$ cat src/rtl/uart_tx_serializer.sv
// UART transmit serializer: start bit, DATA_W data bits LSB first, optional parity,
// 1 or 2 stop bits, paced by an external bit-rate strobe.
module uart_tx_serializer #(
  parameter int DLY        = 1,
  parameter int DATA_W     = 8,
  parameter int PARITY_EN  = 0,
  parameter int PARITY_ODD = 0,
  parameter int STOP_BITS  = 1
) (
  input  logic              clk_i,
  input  logic              rst_i,
  input  logic              bit_en_i,
  input  logic [DATA_W-1:0] tx_data_i,
  input  logic              tx_valid_i,
  output logic              tx_ready_o,
  output logic              tx_o,
  output logic              busy_o,
  output logic              done_o
);

  localparam int CNT_W = $clog2(DATA_W);

  if (DATA_W < 5 || DATA_W > 9 || STOP_BITS < 1 || STOP_BITS > 2 || DLY < 0) begin : g_bad_param
    $error("uart_tx_serializer: illegal parameter combination");
  end

  typedef enum logic [2:0] {IDLE, ARM, START, DATA, PARITY, STOP} state_t;

  state_t            state_q, state_d;
  logic              tx_q, tx_d;
  logic [DATA_W-1:0] shift_q, shift_d;
  logic              par_q, par_d;
  logic [CNT_W-1:0]  bit_cnt_q, bit_cnt_d;
  logic              stop_cnt_q, stop_cnt_d;
  logic              done_q, done_d;

  logic bit_last;
  logic stop_last;
  logic in_par;

  assign bit_last  = (bit_cnt_q == CNT_W'(DATA_W - 1));
  assign stop_last = (stop_cnt_q == 1'(STOP_BITS - 1));
  assign in_par    = (PARITY_ODD != 0) ? ~^tx_data_i : ^tx_data_i;

  always_comb begin
    state_d    = state_q;
    tx_d       = tx_q;
    shift_d    = shift_q;
    par_d      = par_q;
    bit_cnt_d  = bit_cnt_q;
    stop_cnt_d = stop_cnt_q;
    done_d     = 1'b0;
    tx_ready_o = 1'b0;

    case (state_q)
      IDLE: begin
        tx_ready_o = 1'b1;
        tx_d       = 1'b1;
        if (tx_valid_i) begin
          shift_d = tx_data_i;
          par_d   = in_par;
          state_d = ARM;
        end
      end
      ARM: begin
        if (bit_en_i) begin
          tx_d    = 1'b0;
          state_d = START;
        end
      end
      START: begin
        if (bit_en_i) begin
          tx_d      = shift_q[0];
          bit_cnt_d = '0;
          state_d   = DATA;
        end
      end
      DATA: begin
        if (bit_en_i) begin
          if (bit_last) begin
            if (PARITY_EN != 0) begin
              tx_d    = par_q;
              state_d = PARITY;
            end else begin
              tx_d       = 1'b1;
              stop_cnt_d = 1'b0;
              state_d    = STOP;
            end
          end else begin
            shift_d   = shift_q >> 1;
            tx_d      = shift_q[1];
            bit_cnt_d = bit_cnt_q + CNT_W'(1);
          end
        end
      end
      PARITY: begin
        if (bit_en_i) begin
          tx_d       = 1'b1;
          stop_cnt_d = 1'b0;
          state_d    = STOP;
        end
      end
      STOP: begin
        if (bit_en_i) begin
          if (stop_last) begin
            // Final stop strobe doubles as an accept slot so frames can abut.
            tx_ready_o = 1'b1;
            done_d     = 1'b1;
            if (tx_valid_i) begin
              shift_d = tx_data_i;
              par_d   = in_par;
              tx_d    = 1'b0;
              state_d = START;
            end else begin
              tx_d    = 1'b1;
              state_d = IDLE;
            end
          end else begin
            stop_cnt_d = stop_cnt_q + 1'b1;
          end
        end
      end
      default: state_d = IDLE;
    endcase

    if (rst_i) tx_ready_o = 1'b0;
  end

  always_ff @(posedge clk_i) begin
    if (rst_i) begin
      state_q    <= IDLE;
      tx_q       <= 1'b1;
      shift_q    <= '0;
      par_q      <= 1'b0;
      bit_cnt_q  <= '0;
      stop_cnt_q <= 1'b0;
      done_q     <= 1'b0;
    end else begin
      state_q    <= state_d;
      tx_q       <= tx_d;
      shift_q    <= shift_d;
      par_q      <= par_d;
      bit_cnt_q  <= bit_cnt_d;
      stop_cnt_q <= stop_cnt_d;
      done_q     <= done_d;
    end
  end

  assign tx_o   = tx_q;
  assign busy_o = (state_q != IDLE);
  assign done_o = done_q;

endmodule
$ cat config.mk
export PLATFORM = sky130hd
export DESIGN_NAME = uart_tx_serializer
export DESIGN_NICKNAME = d
export VERILOG_FILES = /design/src/rtl/uart_tx_serializer.sv
export SDC_FILE = /design/constraint.sdc
export NUM_CORES = 1
export LEC_CHECK = 0
export ABC_AREA = 1
export CELL_PAD_IN_SITES_DETAIL_PLACEMENT = 2
export CELL_PAD_IN_SITES_GLOBAL_PLACEMENT = 2
export CORE_MARGIN = 4
export CORE_UTILIZATION = 31
export CTS_BUF_LIST = sky130_fd_sc_hd__clkbuf_4 sky130_fd_sc_hd__clkbuf_8
export CTS_CLUSTER_SIZE = 12
export DETAILED_ROUTE_END_ITERATION = 8
export PLACE_DENSITY = 0.85
export SYNTH_ARGS = -nofsm -noshare
export SYNTH_HDL_FRONTEND = slang
export SYNTH_SLANG_ARGS = --single-unit
$ cat constraint.sdc
create_clock -name clk_i -period 2.02 [get_ports clk_i]
set_input_delay 0.202 -clock clk_i [delete_from_list [all_inputs] [get_ports clk_i]]
set_output_delay 0.202 -clock clk_i [all_outputs]
set_load 0.01 [all_outputs]
# Yosys cells after proc, flatten, opt, wreduce, memory -nomap -nowiden
# Cells that the tools add are included.
# Widths: inputs -> output; s select.
[totals]
reg_bits = 17
in_bits = 12
output_inout_bits = 4
wordCells = 74
[op_classes]
add_sub_neg = 2
n_eq_ne = 15
muxes = 38
bitwise_logic = 1
reduce_logical = 12
[ops]
columns = ["operator", "n"]
rows = [
  ["$mux 8", 5],
  ["$mux 3", 11],
  ["$pmux 8 s3", 1],
  ["$ne 2x2->1 const B", 9],
  ["$pmux 3 s6", 1],
  ["$mux 1", 15],
  ["$reduce_and 5->1", 2],
  ["$eq 3x3->1 const B", 3],
  ["$reduce_bool 3->1", 3],
  ["$reduce_and 8->1", 1],
  ["$reduce_and 7->1", 1],
  ["$eq 3x2->1 const B", 2],
  ["$pmux 1 s6", 1],
  ["$pmux 3 s2", 1],
  ["$reduce_bool 6->1", 1],
  ["$reduce_and 4->1", 1],
  ["$add 3x1->3 const B", 1],
  ["$eq 3x1->1 const B", 1],
  ["$logic_not 3->1", 1],
  ["$pmux 1 s3", 1],
  ["$mux 2", 1],
  ["$pmux 1 s2", 1],
  ["$reduce_bool 2->1", 1],
  ["$reduce_or 2->1", 1],
  ["2 further kinds", 2],
]

# Longest topological paths before layout
[logic_depth]
ltp_word = 4
depth_mapped = 11
ltp_nobuf = 10

# Least setup slack after synthesis
# OpenSTA, ideal clock, no wires.
[synth_timing]
path_kind = "reg-to-reg"
startpoint = "reg bit_cnt_q[0]"
endpoint = "reg shift_q[0]"
setup_ns = 0.115
arrival_time_ns = 1.197
t_required_ns = 1.905
path_slack_ns = 0.708
stages_incl_launch_ff = 10
path_buffers = 1
synth_period_minus_slack_ns = 1.312
cell_sequence = "dfxtp_1 ha_1 ha_1 nand2_1 nand2_2 nand2_4 buf_6 nand3b_2 nand2_1 nor2_1"
[synth_between]
elab_chain_len = 3
[synth_lines]
columns = ["item", "line_no", "text"]
rows = [
  ["start: declaration", "33", "logic [CNT_W-1:0] bit_cnt_q, bit_cnt_d;"],
  ["start signal: assignment", "143", "bit_cnt_q <= bit_cnt_d;"],
  ["$eq 3x3->1", "41", "assign bit_last = (bit_cnt_q == CNT_W'(DATA_W - 1));"],
  ["$ne 2x2->1 (no line)", "n/a", ""],
  ["$reduce_and 5->1 (no line)", "n/a", ""],
  ["end signal: assignment", "141", "shift_q <= shift_d;"],
  ["end: declaration", "31", "logic [DATA_W-1:0] shift_q, shift_d;"],
]
# Every way passes these cells.
# A chain may end at the register's enable or synchronous reset.

# Worst setup path in the final report
[layout_timing]
startpoint = "in rst_i"
endpoint = "out tx_ready_o"
[layout_between]
elab_chain_len = 1
[layout_lines]
columns = ["item", "line_no", "text"]
rows = [
  ["start: declaration", "11", "input logic rst_i,"],
  ["$mux 1", "126", "if (rst_i) tx_ready_o = 1'b0;"],
  ["end: declaration", "15", "output logic tx_ready_o,"],
]
# Every way passes these cells.

==> results.toml <==
[timing]
maxSlewViolCount = 0
max_freq_mhz = 523
fin_setup_tns_ns = 0
finalSetupViolCount = 0
slew_headroom = 0.779
rsz0062_at_grt = "no"
worst_pin_slew_ns = 0.331
finalCritPeriodShare = 0.946
hold_ws_ns = 0.499
hold_viol_final = 0
clock_skew_ns = 0.0108
fin_crit_ns = 1.91
fin_ws_ns = 0.109

[pwr]
totalPowerFinal_mw = 1.76
total_leakage_power_nw = 0.587
irDropWorstVdd_mv = 0.422
p_per_area_nw_per_um2 = 1450

[placed_design]
dp_slack_ns = 0.164
place_area_sq_um = 1140
dp_hpwl_mm = 2.21
io_buffers = 15
gp_congestion = 0.781
dp_cells = 206

[global_route]
use_met1 = 0.180
grt_max_degree = 17
use_met3 = 0.0281
grt_use_met2 = 0.293
grt-ovfl-total = 0
antenna_found_initial = 0
track_usage = 0.158
grt_pass1_vias = 1123
grt_pass1_wl_mm = 5.09
grt.busiest_layer = "met2"

[yosys]
synth_area_leader_cell = "dfxtp_1"
synth_warnings = 0
ys_seq_area_frac = 0.329
synth_area_sq_um = 972
syn_area_per_cell_sq_um = 6.44
synth_cells = 151
ys_types = 21
synthTopCellsByArea = "dfxtp_1 (33%), nand2_1 (20%), nor2_1 (9.7%)"
yosys.area.top_type_share = 0.329
synth_seq_cells = 16
synth_fp_nets = 165

[critical_path]
critPathSlowestCell = "clkdlybuf4s50_1"
cp-startpoint = "rst_i"
start_kind = "input pin"
worst_ep_arrival_time_ns = 1.71
r2r_slack_ns = 0.44
cp_cell_sequence = "clkdlybuf4s50_1 > inv_1 > nand2_1 > o22ai_1 > clkdlybuf4s50_1"
timing.critical_path.buf_inv = 3
cp.required_ns = 1.82
reg2reg_from = "state_q[2]"
endpoint_kind = "primary output"
cp_slowest_stage_delay_ns = 0.57
cp_top_family = "buffers and inverters"
crit_fanout = 5
r2r_cells = 5
critPathMostFrequentCell = "clkdlybuf4s50_1"
r2r_end = "shift_q[4]"
crit_type = "input pin to primary output"

[hold_path]
min_path_cells = 2
hold_start = "shift_q[5]"
hold_end = "shift_q[5]"
hold_path.class = "register to register"

[outcome]
status = "completed"

[floorplanning]
start_util = 0.321
die_w_um = 64
ios = 16
row_count = 20
coreArea_sq_um = 3030
die_area_sq_um = 4100
die_h_um = 64

[route]
drc = 0
routedWlPerCell_um = 14.6
wl_mm = 3.12
ant_nets = 0
drt_iter0_drc = 38
drtPass1Iterations = 4
vias = 1026
routed_via_density = 4.82

[cts]
ctsLongestPathBuffers = 2
cts_tree = "built"
clk_latency_ns = 0.30
htreeDepth = 1
cts.clk_slew.worst_paths_ns = 0.11
cts.sinks = 16
cts_buffers = 3
hold_buffers = 0
root_buffer = "clkbuf_4"

[run]
drv_cap = 0

[cells_and_area]
utilization = 0.402
fin_area_sq_um = 1220
instances_no_fill = 213
layout.nets = 184
antenna_cells = 0
syn_to_final_growth_pct = 25.2
drive_gt1_frac = 0.142
==> tightest hold or removal path, stage by stage (launching register included) <==
cell     delay (ns)
dfxtp_1        0.35
a21oi_1        0.04
nor2_1         0.08
==> placed cells by master, fill, tap and decap left out, types with 2 or more instances in the layout <==
cell              n
a21oi_1          10
dfxtp_2           3
clkdlybuf4s50_1  15
o21ai_0           6
dfxtp_1          13
inv_2             2
nand3b_1          7
inv_1             7
nand2_1          53
nor2_1           24
nand3_2           3
nand2_2           3
ha_1              2
nand3_1           5
clkbuf_4          3
buf_4             5
==> cells in the mapped netlist (all sizes together) <==
cell and instances:
nand2 57, nand3 8, nor2 26, a21oi 10, nand4 1, o21ai 6, ha 2, o211ai 1
nand3b 8, buf 6, inv 9, dfxtp 16, o22ai 1
==> timing repair <==
action                     CTS  global route
buffers inserted             0             3
setup endpoints to repair    1             1
gates resized for setup      2             4
==> registers in the layout, indices dropped and copies added, names as in the netlist <==
name,cells
shift_q,8
done_o,1
state_q,3
tx_o,1
bit_cnt_q,3
==> report_power, final <==
part | total (mW) | switching (mW) | internal [mW]
clock | 0.223 | 0.114 | 0.110
combinational | 0.966 | 0.571 | 0.395
sequential | 0.573 | 0.129 | 0.444
total | 1.76 | 0.813 | 0.949
==> metal layers <==
metal	routed length (um)	up-vias
met3	67	2
met4	19	0
met2	1670	8
met5	0	-
li1	-	518
met1	1360	498
==> cells by family after synthesis <==
kind of cell | share of synthesized area
AO/OA/AOI/OAI | 0.0965
adder cells (fa/ha/maj) | 0.0257
buffers and inverters | 0.0862
flip-flops | 0.329
AND/OR/NAND/NOR | 0.462
==> final cells by class <==
class	instances	area [sq um]
repair buffers	20	188
inverters	9	33.8
fillers	383	1810
well taps	44	55.1
clock buffers	4	36.3
multi-input cells	120	581
flip-flops and latches	16	324
==> worst max-delay path by stage <==
stage / cells past startpoint / slack [ns] / to
floorplan: 9 / 0.71 / shift_q[0]
global placement: 4 / 0.26 / tx_ready_o
detailed placement: 5 / 0.16 / tx_ready_o
CTS: 4 / 0.003 / tx_ready_o
global route: 4 / 0.05 / tx_ready_o
finish: 5 / 0.11 / tx_ready_o
(Power assumes the default switching activity.)
